==> config.mk <==
export PLATFORM = sky130hd
export DESIGN_NAME = instr_fetch
export DESIGN_NICKNAME = d
export VERILOG_FILES = /design/src/rtl/instr_fetch.sv
export SDC_FILE = /design/constraint.sdc
export NUM_CORES = 2
export LEC_CHECK = 0
export BUFFER_PORTS_ARGS = -buffer_cell sky130_fd_sc_hd__buf_2
export CORE_MARGIN = 2
export CORE_UTILIZATION = 25
export CTS_CLUSTER_SIZE = 25
export DETAILED_ROUTE_END_ITERATION = 8
export HOLD_SLACK_MARGIN = 0.12
export PLACE_DENSITY_LB_ADDON = 0.25
export SYNTH_ARGS = -nofsm -noshare
export SYNTH_HDL_FRONTEND = slang
export SYNTH_SLANG_ARGS = --single-unit
==> constraint.sdc <==
create_clock -name clk -period 2.2 [get_ports clk]
set_input_delay 0 -clock clk [delete_from_list [all_inputs] [get_ports clk]]
set_output_delay 0 -clock clk [all_outputs]
set_load 0.1 [all_outputs]
==> src/rtl/instr_fetch.sv <==
// Instruction-fetch stage: PC register, little-endian byte-addressed instruction
// memory with a word loader port, stall/redirect handling and the IF/ID flush.
module instr_fetch #(
  parameter int          IMEM_BYTES = 256,
  parameter logic [63:0] RESET_PC   = 64'h0
) (
  input  logic        clk,
  input  logic        reset,
  input  logic        PCWrite,
  input  logic        PCSrc,
  input  logic [63:0] Branch_target,
  input  logic        imem_we,
  input  logic [63:0] imem_waddr,
  input  logic [31:0] imem_wdata,
  output logic [63:0] PC_addr,
  output logic [31:0] Instruc,
  output logic        Flush,
  output logic [31:0] fetch_count
);

  localparam int          AW         = $clog2(IMEM_BYTES);
  localparam logic [63:0] IMEM_LIMIT = 64'(IMEM_BYTES);
  localparam logic [31:0] NOP_INSTR  = 32'h0000_0013;

  logic [7:0]    mem_r [IMEM_BYTES];
  logic [63:0]   pc_r;
  logic [31:0]   count_r;
  logic [63:0]   tgt_s;
  logic [63:0]   waddr_s;
  logic [AW-1:0] ridx_s;
  logic [AW-1:0] widx_s;
  logic [31:0]   instr_s;

  // Targets and loader addresses are forced to word alignment.
  assign tgt_s   = Branch_target & ~64'h3;
  assign waddr_s = imem_waddr & ~64'h3;
  assign ridx_s  = pc_r[AW-1:0];
  assign widx_s  = waddr_s[AW-1:0];

  // PC and fetch counter: reset > redirect > hold > sequential advance
  always_ff @(posedge clk or posedge reset) begin
    if (reset) begin
      pc_r    <= RESET_PC;
      count_r <= 32'd0;
    end else if (PCSrc) begin
      pc_r    <= tgt_s;
      count_r <= count_r + 32'd1;
    end else if (PCWrite) begin
      pc_r    <= pc_r + 64'd4;
      count_r <= count_r + 32'd1;
    end
  end

  // Loader word write; memory is deliberately outside the reset domain
  always_ff @(posedge clk) begin
    if (imem_we && (waddr_s < IMEM_LIMIT)) begin
      mem_r[{widx_s[AW-1:2], 2'b00}] <= imem_wdata[7:0];
      mem_r[{widx_s[AW-1:2], 2'b01}] <= imem_wdata[15:8];
      mem_r[{widx_s[AW-1:2], 2'b10}] <= imem_wdata[23:16];
      mem_r[{widx_s[AW-1:2], 2'b11}] <= imem_wdata[31:24];
    end
  end

  // Combinational fetch; addresses past the memory return a NOP, never an alias
  always_comb begin
    instr_s = NOP_INSTR;
    if (pc_r < IMEM_LIMIT) begin
      instr_s = {mem_r[{ridx_s[AW-1:2], 2'b11}],
                 mem_r[{ridx_s[AW-1:2], 2'b10}],
                 mem_r[{ridx_s[AW-1:2], 2'b01}],
                 mem_r[{ridx_s[AW-1:2], 2'b00}]};
    end else begin
      instr_s = NOP_INSTR;
    end
  end

  assign PC_addr     = pc_r;
  assign Instruc     = instr_s;
  assign Flush       = PCSrc & ~reset;
  assign fetch_count = count_r;

endmodule

### Word level (Yosys, flattened, before mapping)

Memory sizes are Yosys's and may differ from the RTL's.
Index checks and enable logic that the tools add are counted.

| cells by class | value |
|---|---|
| order comparisons | 2 |
| $add $sub $neg | 2 |
| mux-type cells | 7 |
| bitwise operators | 2 |
| reductions and logical operators | 2 |

Operators with widths:

| cell | number |
|---|---|
| less-than comparator 64 x 9 -> 1 bit, second input constant | 2 |
| 2-to-1 mux 64 bit | 2 |
| 2-to-1 mux 32 bit | 3 |
| adder 64 x 3 -> 64 bit, second input constant | 1 |
| adder 32 x 1 -> 32 bit, second input constant | 1 |
| 2-to-1 mux 1 bit | 2 |
| nonzero test 2 bit | 1 |
| bitwise AND 1 bit | 1 |
| logical AND 1 bit | 1 |
| inverter 1 bit | 1 |

| storage, ports and cells | value |
|---|---|
| bits in writable memories | 2048 |
| register bits after elaboration | 96 |
| output and inout bits | 129 |
| memories kept | 1 |
| word-level logic and storage cells | 18 |

Memory list:

| name | depth | width | rd ports | clocked after Yosys merged registers in | wr ports | RTL line | source |
|---|---|---|---|---|---|---|---|
| mem_r | 256 | 8 | 4 | 0 | 4 | 25 | `logic [7:0] mem_r [IMEM_BYTES];` |

### Logic depth before layout (Yosys ltp)

| logic depth | value |
|---|---|
| depth in word-level cells | 4 |
| depth in mapped cells | 10 |
| mapped depth without buffers | 6 |

### Worst setup path before layout

OpenSTA, ideal clock, no wires.

| path | value |
|---|---|
| path kind | register -> output |
| from | reg pc_r[2] (netlist: PC_addr[2]) |
| to | out Instruc[30] |
| setup slack | -2.607 ns |
| cell stages (with the launch flop) | 10 |
| data required time | 2.200 ns |
| data arrival time | 4.807 ns |
| path through | dfrtp_1 -> buf_4 -> buf_2 -> buf_2 -> buf_2 -> mux4_2 -> a31oi_1 -> nand4_1 -> nand4_1 -> a211oi_1 |

| between the ends | value |
|---|---|
| longest elaborated chain between the ends | 2 |
| elaborated cells on any way between the ends | 3 |
| classes of those cells | order compare: 1; mux: 1; memory: 1 |

Ends and longest elaborated chain:

| item | RTL line | source |
|---|---|---|
| start, declared | 26 | `logic [63:0] pc_r;` |
| start signal, assigned | 46 | `pc_r <= tgt_s;` |
| start signal, assigned | 49 | `pc_r <= pc_r + 64'd4;` |
| less-than comparator 64 x 9 -> 1 bit / memory read (256 x 8 bit) (equally long branches) | n/a |  |
| 2-to-1 mux 32 bit * | 67 | `if (pc_r < IMEM_LIMIT) begin` |
| end, declared | 16 | `output logic [31:0] Instruc,` |

Every way passes the cells marked *; elsewhere a longest branch is shown, timed or not.

### Final worst setup path

| path | value |
|---|---|
| from | reg pc_r[2] (netlist: PC_addr[2]) |
| to | out Instruc[1] |

Same word-level chain as after synthesis.

==> summary.log <==
[clock_tree] buffers from clock root to sink, at most 4
[critical_path] maximum fanout encountered on the critical timing path 7
[final_layout] leading cell type in the layout, fill and taps excluded edfxtp_1
[global_routing] via count of the first global-routing pass 48000
[global_routing] antenna violations before repair 20
[timing] final worst setup slack -1.41 ns
[timing] post-route fraction of the period consumed by the critical path 164%
[power] Pleak 36.2 nW
[timing] setup violators final 84
[place] Port Buf Inserts 287
[min_path] worst hold-check path type primary input to flop
[routing] routed wire length 264000 um
[floorplan] width of the die 580 um
[global_routing] pin count of the biggest net entering global routing 65
[timing] remaining max-slew budget at the tightest pin 22.5%
[final_layout] Layout Cells excl Fill 9845
[critical_path] CP Cell Sequence buf_8, buf_12, buf_16, mux4_2, mux2_4, nand2_4, o311ai_4, or4_4, buf_12
[final_layout] most frequent cells in the layout edfxtp_1 (2048), buf_4 (521), mux4_2 (456), buf_2 (252), dlygate4sd3_1 (233)
[synthesis] summed instance area of the synthesized netlist 82900 um2
[critical_path] CP Buf/Inv Count 4
[timing] highest clock rate 277 MHz
[critical_path] Critical-path top delay cell or4_4
[critical_path] launching element type of the critical path flop
[routing] total number of vias 46300
[clock_tree] number of buffers created by CTS 220
[floorplan] Placement Rows 211
[global_routing] total global-route track usage 15.4%
[place] cell area after placement 97800 um2
[critical_path] endpoint kind of the worst setup timing path output pin
[synthesis] yosys synthesis warning count 0
[critical_path] arrival time of data at the critical path endpoint 3.61 ns
[place] cell count after placement 9097
[final_layout] layout filler cell count 31100
[critical_path] most numerous cell on the critical path buf_12
[clock_tree] Root Buffer Master clkbuf_16
[critical_path] endpoint required time on the critical path 2.20 ns
[power] Power Dens Cells 852 nW/um2
[timing] hold_ws 0.203 ns
[clock_tree] number of clock sinks 2142
[power] largest vdd supply drop 677 uV
[flow_run] number of violations of the max-capacitance limit 0
[floorplan] core region area 330000 um2
[final_layout] utilization after layout 33.5%
[floorplan] die area 336000 um2
[clock_tree] number of H-tree levels 4
[timing] final critical delay including setup and external delays 3.61 ns
[synthesis] synthesized area divided by synthesized cell count 21.0 um2
[critical_path] WS Path Type flop to output pin
[routing] detailed-routing iteration count for the pre-antenna-repair pass 5
[routing] detail-routed net length per standard cell 26.8 um
[clock_tree] Worst-Skew Late Latency 0.87 ns
[floorplan] effective utilization at floorplan 25.1%
[global_routing] grt ovf 0
[floorplan] overall die height 580 um
[clock_tree] clock tree from TritonCTS yes
[final_layout] Layout Cell Area excl Fill 111000 um2
[timing] final count of pins violating max slew 0
[timing] actual slew at the worst max-slew pin 1.16 ns
[synthesis] fraction of registers with async set/reset 4.39%
[critical_path] Largest stage delay, worst path 0.60 ns
[synthesis] Post-synth EDFFs 2048
[timing] Worst Clk Skew 0.0320 ns
[place] DP Wirelength 164000 um
[final_layout] Layout Nets 5473
[synthesis] Seq/Total Area, Yosys 77.0%
[global_routing] global-route wire length before repair 371000 um
[routing] number of remaining DRC errors 0
[place] RD Place Congestion 0.803
[critical_path] family with the most delay on the worst path multiplexers
[timing] number of failing hold endpoints at the final stage 0
[final_layout] proportion of layout cells with a drive suffix above 1 41.4%
[synthesis] number of library cell types mapped by synthesis 54
[status] outcome complete, but fails checks
[routing] iteration-0 DRC count of the detailed router 4371
[routing] vias per inst 4.70
[timing] RSZ-0062 raised after global routing true
[routing] ANT nets after route 0
[final_layout] synth-to-layout area growth 33.5%
[floorplan] Ports 294
[synthesis] most used flip-flop cell after synthesis edfxtp_1
[clock_tree] post-CTS clock slew at the launch and capture registers of the worst setup and hold paths 0.06 ns
[status] failing checks setup timing
[synthesis] Gate Count Post-Synth 3957
[synthesis] total of flip-flops plus latches after synthesis 2142
## Yosys cell counts (2+ instances only)
| master | instances | share of area [%] |
|---|---|---|
| dfrtp_1 | 94 | 2.8 |
| nand2_1 | 77 | 0.35 |
| nand3b_1 | 7 | 0.063 |
| or3_1 | 11 | 0.083 |
| nor2b_1 | 8 | 0.060 |
| xnor2_1 | 40 | 0.42 |
| nand3_1 | 41 | 0.25 |
| clkbuf_1 | 135 | 0.61 |
| a21oi_1 | 65 | 0.39 |
| inv_1 | 13 | 0.059 |
| mux4_2 | 456 | 12 |
| buf_2 | 59 | 0.36 |
| buf_4 | 4 | 0.036 |
| o21ai_0 | 74 | 0.45 |
| nor3b_1 | 3 | 0.027 |
| or3b_2 | 2 | 0.021 |
| and2_1 | 8 | 0.060 |
| edfxtp_1 | 2048 | 74 |
| ha_1 | 2 | 0.030 |
| buf_1 | 28 | 0.13 |
| nand4_1 | 35 | 0.26 |
| and4_1 | 34 | 0.36 |
| mux2_2 | 7 | 0.095 |
| a22oi_1 | 133 | 1.2 |
| mux2i_1 | 202 | 2.4 |
| o221ai_1 | 56 | 0.59 |
| nor4_1 | 37 | 0.28 |
| o31ai_1 | 14 | 0.13 |
| or2_2 | 2 | 0.015 |
| or4_1 | 20 | 0.18 |
| xor2_1 | 30 | 0.32 |
| nor2_1 | 118 | 0.53 |
| clkbuf_2 | 2 | 0.012 |
| a221oi_1 | 28 | 0.30 |
| nand2b_1 | 2 | 0.015 |
| nor3_1 | 13 | 0.078 |
| and3_1 | 10 | 0.075 |
| a31oi_1 | 23 | 0.17 |
## stage by stage
stage | worst slack (ns) | setup TNS, ns | total power, W
after floorplan | -0.562 | -891.33 | 0.0521
after global placement | -0.995 | -46.57 | 0.0570
after detailed placement | -0.993 | -59.24 | 0.0570
after CTS | -1.54 | -61.34 | 0.0948
after global routing | -1.50 | -64.92 | 0.0974
final | -1.41 | -56.28 | 0.0942
## per-layer routing
layer / global-route usage (%) / vias up / share of wire (%)
li1: - / 19400 / -
met1: 21.6 / 25000 / 45
met2: 24.7 / 1481 / 47
met3: 2.76 / 333 / 6.1
met4: 3.55 / 10 / 2.3
met5: 0 / - / 0.025
## cell type report
type / count / area (um2) / area share, %
Timing Repair Buffer: 1354 / 14100 / 12.7
Clock buffer: 261 / 5720 / 5.17
Inverter: 15 / 58.8 / 0.0531
Clock inverter: 130 / 1080 / 0.979
Antenna cell: 4 / 10.0 / 0.00905
Tap cell: 4366 / 5460 / 4.94
Sequential cell: 2142 / 63900 / 57.8
Multi-Input combinational cell: 1573 / 20300 / 18.4
## report_power, final
| group | switching [W] | internal (W) | total (W) | leakage, nW |
|---|---|---|---|---|
| clock | 0.0159 | 0.0203 | 0.0362 | 3.32 |
| combinational | 0.00725 | 0.00570 | 0.0129 | 13.4 |
| sequential | 0.000209 | 0.0448 | 0.0450 | 19.5 |
## repair_timing
item | 4_1_cts | 5_1_grt
buffers inserted | 73 | 39
endpoints found under the setup margin | 73 | 147
cloned | 14 | 9
hold endpoints to repair | 4217 | 0
hold buffers | 236 | 0
resized for setup | 344 | 146
pin swaps | 81 | 76
## state kept, by name, summed over array words and instances, names as in the netlist
register / cells
fetch_count: 32
mem_r: 2048
PC_addr: 62
## path summary, 6_finish.rpt
path	start	to	slack [ns]	cells past startpoint
max	PC_addr[2]	Instruc[1]	-1.41	9
min	imem_wdata[10]	mem_r[26][10]	0.20	2
max reg2reg	PC_addr[2]	PC_addr[48]	-0.62	10
min reg2reg	fetch_count[31]	fetch_count[31]	0.47	1
max in group asynchronous	reset	PC_addr[5]	1.11	5
min in group asynchronous	reset	PC_addr[44]	0.28	4
## kinds of logic (layout without fill, tap and decap cells)
group | Yosys count | count (layout) | share of synthesized area [%]
compound gates | 399 | 399 | 3.29
xor+xnor | 70 | 70 | 0.739
fa+ha+maj | 2 | 2 | 0.0302
buf+inv | 243 | 1760 | 1.21
flops | 2142 | 2142 | 77.0
mux | 665 | 665 | 14.9
other cells | 1 | 6 | 0.00452
simple gates | 435 | 435 | 2.79
Power figures use the tool's default switching activity.
